<file path="src/rtl/color_sequencer_pkg.sv">
// -----------------------------------------------------------------------------
// color_sequencer_pkg
// Shared constants for the colour sequencer and the colour FSM it feeds.
//   opcode_t : 2-bit colour select opcode carried on the select bus
//   SEL_*    : opcode values (NP = no pulse / idle, R, B, G)
//   ST_*     : sequencer FSM state encoding
// -----------------------------------------------------------------------------
package color_sequencer_pkg;

    typedef logic [1:0] opcode_t;

    localparam opcode_t SEL_NP = 2'b00;
    localparam opcode_t SEL_R  = 2'b01;
    localparam opcode_t SEL_B  = 2'b10;
    localparam opcode_t SEL_G  = 2'b11;

    localparam logic [1:0] ST_IDLE  = 2'd0;
    localparam logic [1:0] ST_ISSUE = 2'd1;
    localparam logic [1:0] ST_HOLD  = 2'd2;

endpackage

</file>
<file path="src/rtl/color_sequencer_seq_mem.sv">
// -----------------------------------------------------------------------------
// seq_mem
// DEPTH-entry program store of (colour, dwell) pairs. Synchronous write,
// two combinational read ports: one returns the dwell of an entry, the other
// the colour of a (possibly different) entry.
//   clk        : clock
//   we         : write enable
//   wr_addr    : entry written
//   wr_color   : colour field written
//   wr_dwell   : dwell field written
//   dwell_addr : entry whose dwell is read on rd_dwell
//   rd_dwell   : dwell of mem[dwell_addr]
//   color_addr : entry whose colour is read on rd_color
//   rd_color   : colour of mem[color_addr]
// -----------------------------------------------------------------------------
module seq_mem
    import color_sequencer_pkg::*;
#(
    parameter int DEPTH   = 8,
    parameter int DWELL_W = 8
) (
    input  logic                       clk,
    input  logic                       we,
    input  logic [$clog2(DEPTH)-1:0]   wr_addr,
    input  opcode_t                    wr_color,
    input  logic [DWELL_W-1:0]         wr_dwell,
    input  logic [$clog2(DEPTH)-1:0]   dwell_addr,
    output logic [DWELL_W-1:0]         rd_dwell,
    input  logic [$clog2(DEPTH)-1:0]   color_addr,
    output opcode_t                    rd_color
);

    opcode_t            color_mem [DEPTH];
    logic [DWELL_W-1:0] dwell_mem [DEPTH];

    // NOTE: the storage array has no reset; its contents are only read after
    // being written, so a reset would just cost flops' reset wiring for nothing.
    always_ff @(posedge clk) begin
        if (we) begin
            color_mem[wr_addr] <= wr_color;
            dwell_mem[wr_addr] <= wr_dwell;
        end
    end

    assign rd_dwell = dwell_mem[dwell_addr];
    assign rd_color = color_mem[color_addr];

endmodule

</file>
<file path="src/rtl/color_sequencer.sv">
// -----------------------------------------------------------------------------
// color_sequencer
// Plays a stored program of (colour, dwell) entries onto the colour FSM's
// select bus: each colour for one cycle, then NP for dwell cycles.
//   clk      : clock, rising edge
//   rst      : synchronous active-low reset
//   wr_en    : append (wr_color, wr_dwell) when wr_ready
//   wr_ready : IDLE and program not full (combinational)
//   clear    : empty the program (IDLE only, wins over wr_en)
//   start    : begin playback from entry 0 (IDLE only)
//   stop     : abort playback; program retained
//   loop     : sampled at end of pass, replay from entry 0
//   select   : registered opcode to the colour FSM
//   busy     : registered, playback in progress
//   done     : one-cycle pulse on normal completion
//   count    : number of stored entries
// -----------------------------------------------------------------------------
module color_sequencer
    import color_sequencer_pkg::*;
#(
    parameter int DEPTH   = 8,
    parameter int DWELL_W = 8
) (
    input  logic                     clk,
    input  logic                     rst,
    input  logic                     wr_en,
    input  opcode_t                  wr_color,
    input  logic [DWELL_W-1:0]       wr_dwell,
    output logic                     wr_ready,
    input  logic                     clear,
    input  logic                     start,
    input  logic                     stop,
    input  logic                     loop,
    output opcode_t                  select,
    output logic                     busy,
    output logic                     done,
    output logic [$clog2(DEPTH):0]   count
);

    localparam int AW = $clog2(DEPTH);
    localparam int CW = AW + 1;
    localparam logic [CW-1:0] DEPTH_C = CW'(DEPTH);

    logic [1:0]         state;
    logic [AW-1:0]      rd_ptr;
    logic [DWELL_W-1:0] dwell_cnt;

    logic               idle;
    logic               wr_accept;
    logic [CW-1:0]      count_next;
    logic               start_go;
    logic               has_next;
    logic [AW-1:0]      next_ptr;
    logic               advance;
    logic [AW-1:0]      color_addr;
    logic [DWELL_W-1:0] cur_dwell;
    opcode_t            rd_color;
    opcode_t            first_color;

    assign idle      = (state == ST_IDLE);
    assign wr_ready  = idle && (count < DEPTH_C);
    assign wr_accept = wr_en && wr_ready && !clear;

    // Next entry in program order; wraps to 0 so a looping replay needs no
    // extra cycle.
    assign has_next = (CW'(rd_ptr) + CW'(1)) < count;
    assign next_ptr = has_next ? rd_ptr + AW'(1) : '0;

    // In IDLE the colour port looks at entry 0, ready for start.
    assign color_addr = idle ? '0 : next_ptr;

    // A write to entry 0 in the start cycle is not yet in the array, so its
    // colour is forwarded straight from the write port.
    assign first_color = (wr_accept && count == '0) ? wr_color : rd_color;

    // NOTE: every signal in this block gets a default first, so no path can
    // leave one unassigned and infer a latch.
    always_comb begin
        count_next = count;
        if (idle && clear) begin
            count_next = '0;
        end else if (wr_accept) begin
            count_next = count + CW'(1);
        end
        start_go = idle && start && !stop && (count_next != '0);
        advance  = 1'b0;
        if (!stop) begin
            if (state == ST_ISSUE && cur_dwell == '0) begin
                advance = 1'b1;
            end else if (state == ST_HOLD && dwell_cnt == DWELL_W'(1)) begin
                advance = 1'b1;
            end
        end
    end

    seq_mem #(
        .DEPTH   (DEPTH),
        .DWELL_W (DWELL_W)
    ) u_seq_mem (
        .clk        (clk),
        .we         (wr_accept),
        .wr_addr    (count[AW-1:0]),
        .wr_color   (wr_color),
        .wr_dwell   (wr_dwell),
        .dwell_addr (rd_ptr),
        .rd_dwell   (cur_dwell),
        .color_addr (color_addr),
        .rd_color   (rd_color)
    );

    // NOTE: sequential state uses non-blocking assignments so every register
    // samples pre-edge values regardless of statement order.
    always_ff @(posedge clk) begin
        if (!rst) begin
            state     <= ST_IDLE;
            count     <= '0;
            rd_ptr    <= '0;
            dwell_cnt <= '0;
            select    <= SEL_NP;
            busy      <= 1'b0;
            done      <= 1'b0;
        end else begin
            done <= 1'b0;
            if (idle) begin
                count <= count_next;
                if (start_go) begin
                    state  <= ST_ISSUE;
                    rd_ptr <= '0;
                    select <= first_color;
                    busy   <= 1'b1;
                end
            end else if (stop) begin
                state  <= ST_IDLE;
                select <= SEL_NP;
                busy   <= 1'b0;
            end else if (advance) begin
                if (has_next || loop) begin
                    state  <= ST_ISSUE;
                    rd_ptr <= next_ptr;
                    select <= rd_color;
                end else begin
                    state  <= ST_IDLE;
                    select <= SEL_NP;
                    busy   <= 1'b0;
                    done   <= 1'b1;
                end
            end else begin
                case (state)
                    ST_ISSUE: begin
                        state     <= ST_HOLD;
                        dwell_cnt <= cur_dwell;
                        select    <= SEL_NP;
                    end
                    ST_HOLD: begin
                        dwell_cnt <= dwell_cnt - DWELL_W'(1);
                        select    <= SEL_NP;
                    end
                    default: begin
                        state  <= ST_IDLE;
                        select <= SEL_NP;
                        busy   <= 1'b0;
                    end
                endcase
            end
        end
    end

endmodule

</file>
<file path="config.mk">
export PLATFORM = sky130hd
export DESIGN_NAME = color_sequencer
export DESIGN_NICKNAME = d
export VERILOG_FILES = /design/src/rtl/color_sequencer_pkg.sv /design/src/rtl/color_sequencer_seq_mem.sv /design/src/rtl/color_sequencer.sv
export SDC_FILE = /design/constraint.sdc
export NUM_CORES = 1
export LEC_CHECK = 0
export CAP_MARGIN = 20
export CORE_MARGIN = 4
export CORE_UTILIZATION = 25
export DETAILED_ROUTE_END_ITERATION = 12
export GPL_TIMING_DRIVEN = 0
export HOLD_SLACK_MARGIN = 0.08
export SLEW_MARGIN = 20
export SYNTH_ARGS = -nofsm -noshare
export SYNTH_HDL_FRONTEND = slang
export SYNTH_SLANG_ARGS = --single-unit
</file>
<file path="constraint.sdc">
create_clock -name clk -period 7.9 [get_ports clk]
set_input_delay 1.58 -clock clk [delete_from_list [all_inputs] [get_ports clk]]
set_output_delay 1.58 -clock clk [all_outputs]
set_load 0.05 [all_outputs]
</file>
* After elaboration in Yosys (flattened, before gate mapping)
Memory sizes are Yosys's and may differ from the RTL's. A register that Yosys moved wholly into a read port is not among the register bits. Cells that the tools add are included.
Storage, ports and cells: latch bits 0, memory bits (writable) 80, flip-flop bits (word level) 21, output and inout bits 9, bits in read-only memories 0, bits of input ports 17, memories 2, logic and storage cells 89
Memory list:
- u_seq_mem.dwell_mem | depth 8, width 8, rd ports 1, clocked after Yosys merged registers in 1, wr ports 1, RTL line color_sequencer_seq_mem.sv:34 | logic [DWELL_W-1:0] dwell_mem [DEPTH];
- u_seq_mem.color_mem | depth 8, width 2, rd ports 1, clocked after Yosys merged registers in 0, wr ports 1, RTL line color_sequencer_seq_mem.sv:33 | opcode_t color_mem [DEPTH];
Cells by class: reduce and logical (&&, ||, !) cells 26, shift operators 0, order comparisons 2, mux-type cells 36, div/mod/pow operators 0, add/sub/neg operators 4, bitwise gates (word level) 4, equal/unequal tests 8, multiply operators 0
Operator list (number):
- two-way mux 3 bit | 9
- two-way mux 2 bit | 10
- one-hot mux 8 bit (2 select lines) | 1
- two-way mux 1 bit | 13
- logical AND 1 bit | 10
- equality test 8 x 1 -> 1 bit, second input constant | 1
- logical NOT 8 bit | 1
- two-way mux 4 bit | 2
- != test 4 bit, second input constant | 2
- AND reduction 4 bit | 2
- subtractor 8 x 1 -> 8 bit, second input constant | 1
- nonzero test 2 bit | 3
- adder 3 x 1 -> 4 bit, second input constant | 1
- adder 4 x 1 -> 4 bit, second input constant | 1
- logical NOT 4 bit | 1
- less-than comparator 4 bit | 1
- less-than comparator 4 bit, second input constant | 1
- != test 2 x 1 -> 1 bit, second input constant | 2
- != test 4 x 1 -> 1 bit, second input constant | 1
- inverter 1 bit | 4
- one-hot mux 2 bit (2 select lines) | 1
- nonzero test 4 bit | 1
- OR reduction 4 bit | 1
- adder 3 x 1 -> 3 bit, second input constant | 1
- 8 further kinds | 9

* Logic depth before layout (Yosys ltp)
Gate-level depths: netlist (run 1).
depth in word-level cells 12, mapped depth 10, depth with buffers taken out 10

* By module
Synthesis (run 1) repeated with hierarchy kept, for this count alone.
Unflattened totals: cell total of the unflattened synthesis 314, area total of the unflattened synthesis 4638.2 sq um
Modules (own cells, without submodules):
- seq_mem | area each 3124.2 sq um, cells each 128, sequential area each 2402.3 sq um, instances 1
- color_sequencer | area each 1514.0 sq um, cells each 186, sequential area each 420.4 sq um, instances 1

* Least setup slack after synthesis (run 1)
OpenSTA, ideal clock, no wires.
path type reg2out, start register state[0], end output wr_ready, stages on the path, launching flop included 6, path slack 4.464 ns, arrival 1.856 ns, required time 6.320 ns, buffers on the path 2, path through dfxtp_1 -> inv_1 -> ha_1 -> clkbuf_1 -> clkbuf_1 -> nor2b_1
On the way: cells in the longest elaborated chain, start to end 2
Ends and longest elaborated chain:
- from (decl) | RTL line color_sequencer.sv:44 | logic [1:0] state;
- from (signal assigned) | RTL line color_sequencer.sv:115 | state <= ST_IDLE;
- from (signal assigned) | RTL line color_sequencer.sv:127 | state <= ST_ISSUE;
- from (signal assigned) | RTL line color_sequencer.sv:133 | state <= ST_IDLE;
- logical NOT 2 bit | RTL line color_sequencer.sv:60 | assign idle = (state == ST_IDLE);
- named net idle | RTL line color_sequencer.sv:48 | logic idle;
- logical AND 1 bit | RTL line color_sequencer.sv:61 | assign wr_ready = idle && (count < DEPTH_C);
- to (decl) | RTL line color_sequencer.sv:29 | output logic wr_ready,
The timed path passes the listed nets, and every way through them passes these cells.

* Worst setup path in the final report (run 1)
Ends and elaborated chain as after synthesis.

==> metrics.md, run 1 <==
| Metric | Value |
|---|---|
| Status | complete, no violations |
| Reg2reg start | rd_ptr[0]$_SDFFE_PN0P_ |
| Die X | between 100 and 150 µm |
| Vias | 2867 |
| Slew headroom | ~48% |
| # fillers | 1762 |
| Average size of a mapped cell | 14.0 µm² |
| Gr usage total | 10.4% |
| DRT Wirelength | 10.3 mm |
| Reg clk slew, reported paths | 70 ps |
| Antenna Nets Post-Route | 0 |
| Max clock buf depth | 2 |
| Final core utilization | 30.4% |
| Worst-path maximum fanout | 10 |
| DIE HEIGHT | 144 µm |
| Sum Neg Setup Slack | 0 ps |
| Synth Instances | 331 |
| Share of the synthesized area in the top cell type | 52.0% |
| Initial antenna violation count | 0 |
| Max Cap Viol | 0 |
| Grt total ovfl | 0 |
| Hold_sp | dwell_cnt[6]$_SDFFE_PN0P_ |
| Final period util | 55.5% |
| # diodes | 0 |
| Detailed placer's ending HPWL | 7.04 mm |
| DRC violations left | 0 |
| Ys Warns | 0 |
| RSZ-0062 raised after global routing | false |
| RR Endpoint | select[0]$_SDFFE_PN0P_ |
| Root Driver | clkbuf_16 |
| Setup CP Type | reg2out |
| Post-CTS resize count | 0 |
| Fin nets | 396 |
| P per Cell Area | about 230 nW/µm² |
| Place WS | roughly 3600 ps |
| R2R setup slack | 4760 ps |
| Final hold slack | 489 ps |
| PortBufs | 24 |
| Top FF cell, synth | edfxtp_1 |
| Area delta synth->final | 19.0% |
| Max frequency | roughly 230 MHz |
| Row count | a little under 50 |
| First drt pass iteration count | 5 |
| Initial drt markers | 237 |
| Register Area | 2880 µm² |
| Mapped Nets | 359 |
| Footprint of the multi-input gates | around 1600 µm² |
| Final setup vio count | 0 |
| Hold Crit Class | reg2reg |
| Final worst path period need | 4380 ps |
| Final Max Tran Viols | 0 |
| Core area | 18100 µm² |
| Vias per std cell | 4.76 |
| First-pass GRT wire length | 16.5 mm |
| Cts hold-fix bufs | 0 |
| Final setup skew | about 9.3 ps |
| Final Power | about 1.3 mW |
| Leakage | 1.78 nW |
| Yosys reg bits | 104 |
| Yosys cell types | 61 |
| Clock insertion delay at the later pin of the skew report | roughly 340 ps |
| Share of layout cells above drive strength 1 | 15.0% |
| Setup crit start kind | register |
| Post-CTS Setup Bufs | 0 |
| Fin. Hold Viols | 0 |
| Largest net degree at the start of global routing | 19 |
| TritonCTS clock tree | built |
| Routed WL per cell | 17.2 µm |
| Min-Delay Path Depth | 2 |
| Area of the mapped netlist | 4620 µm² |
| Critical Path End Type | primary output |
| Number of global-route vias before repair | 2967 |
| Hold EP | dwell_cnt[6]$_SDFFE_PN0P_ |
| I/O Pins | 26 |
| R2R depth | 10 |
| EDFF count, synth | 80 |
| Post-route setup slack | between 3000 and 4000 ps |
| CP Data Arrival Time | 2800 ps |
| WP data required | 6320 ps |
| Die ar. | 20700 µm² |
| Worst Max-Slew Pin Slew | 784 ps |
| Synth area leader | edfxtp_1 |
| Initial core utilization | approximately 26% |
| H-tree lvl count | 3 |
| Largest cells by area after synthesis | edfxtp_1 52%, dfxtp_1 10%, mux4_2 7.8% |
| Clk sinks | 104 |
| Worst vdd ir | 0.106 mV |
| Asr flop ratio synth | 0% |
| Register area share after synthesis | 62.4% |
| CTS buffer count | 9 |
| Gpl congestion | 0.878 |
[worst max path at each step]
stage                          start  cells after the start  slack [ps]                             endpoint
2_1_floorplan  state[0]$_SDFFE_PN0P_                      5        4460                             wr_ready
3_3_place_gp                   clear                      5        3060  u_seq_mem.dwell_mem[0][1]$_DFFE_PP_
3_5_place_dp                   clear                      5        3620  u_seq_mem.dwell_mem[3][1]$_DFFE_PP_
4_1_cts        state[0]$_SDFFE_PN0P_                      6        3510                             wr_ready
5_1_grt        state[0]$_SDFFE_PN0P_                      6        3390                             wr_ready
6_report       state[0]$_SDFFE_PN0P_                      6        3520                             wr_ready
[power by group]
part | switching, mW | total, mW | internal, mW
clock | 0.202 | 0.451 | 0.249
combinational | 0.131 | 0.205 | 0.0734
sequential | 0.0106 | 0.619 | 0.608
[critical path, stage by stage, from the launching register on]
cell	delay, ps
dfxtp_1	320
inv_1	110
ha_1	210
clkbuf_1	360
clkbuf_1	470
nor2b_1	190
clkdlybuf4s50_1	800
[sequential cells by signal, indices dropped and copies added (netlist names), named ones only]
register / count
u_seq_mem.color_mem: 16
dwell_cnt: 8
done: 1
count: 4
state: 2
rd_ptr: 3
select: 2
busy: 1
u_seq_mem.dwell_mem: 64
[Yosys cell counts (2+ instances only)]
cell,n
o22ai_2,3
a21boi_1,3
or3_1,6
ha_1,11
nand3b_1,2
o21ai_0,9
clkbuf_1,9
o22ai_1,3
o21a_1,3
buf_1,2
nand3_1,6
and3_1,5
o211ai_1,2
nor3b_1,2
a21oi_1,13
mux4_1,2
nand2_1,27
nor3_1,10
mux4_2,16
nor2b_1,4
edfxtp_1,80
buf_6,2
buf_4,2
dfxtp_1,24
nor2_1,18
inv_1,13
nand4_1,4
nand2b_1,2
mux2i_1,10
o21ai_1,7
[metrics by stage]
stage               instance area (µm²)  instances
detailed placement                 5190        586
floorplan                          4620        331
finish                             5500        602
global placement                   5150        584
global route                       5500        602
CTS                                5500        602
[layer usage]
metal  GRT usage (%)  share of wire [%]  up-vias
met3            2.23                2.4       14
met5               0                  0        -
li1                -                  -     1355
met2            17.7                 50       34
met1            13.1                 45     1464
met4            3.77                2.0        0
[final cells by class]
class,count,area share (%)
plain buffers,16,1.52
multi-input cells,197,29.6
inverters,14,0.956
repair buffers,26,4.78
clock inverters,7,1.43
flip-flops and latches,104,52.4
clock buffers,9,4.10
well taps,229,5.21
[cells in the final DEF, fill, tap and decap left out, types with 3 or more instances in the layout]
master	count
edfxtp_1	80
nand2_1	27
dfxtp_1	24
clkdlybuf4s50_1	24
mux4_2	16
inv_1	13
a21oi_1	13
nor2_1	12
ha_1	11
mux2i_1	10
clkbuf_1	9
o21ai_0	9
clkbuf_16	9
nor3_1	8
nor2_2	7
o21ai_1	7
or3_1	6
nand3_1	6
and3_1	5
nor2b_1	4
nand4_1	4
buf_6	4
o21a_1	3
a21boi_1	3
o22ai_2	3
o22ai_1	3
[logic make-up after synthesis]
group / synth area share (%)
DFF: 62.4
and+or+nand+nor: 10.3
AOI/OAI and AO/OA: 9.56
buffers and inverters: 2.95
muxes: 11.6
adders and majority gates: 2.98
xor gates and xnor gates: 0.190
(Power assumes the default switching activity.)
==> run 2: changes to the inputs <==
- clock period: 7.9 -> 4.3 ns (I/O delays scaled with it)
==> results of run 2 <==
The final DEF is identical to that of run 1. Status: complete, no violations.
Among the figures that moved: setup slack after placement 3620 ps -> 737 ps; setup slack after layout 3520 ps -> 638 ps; register-to-register setup slack 4760 ps -> 1160 ps; total power 1.27 mW -> 2.34 mW; worst IR drop on VDD 0.106 mV -> 0.194 mV
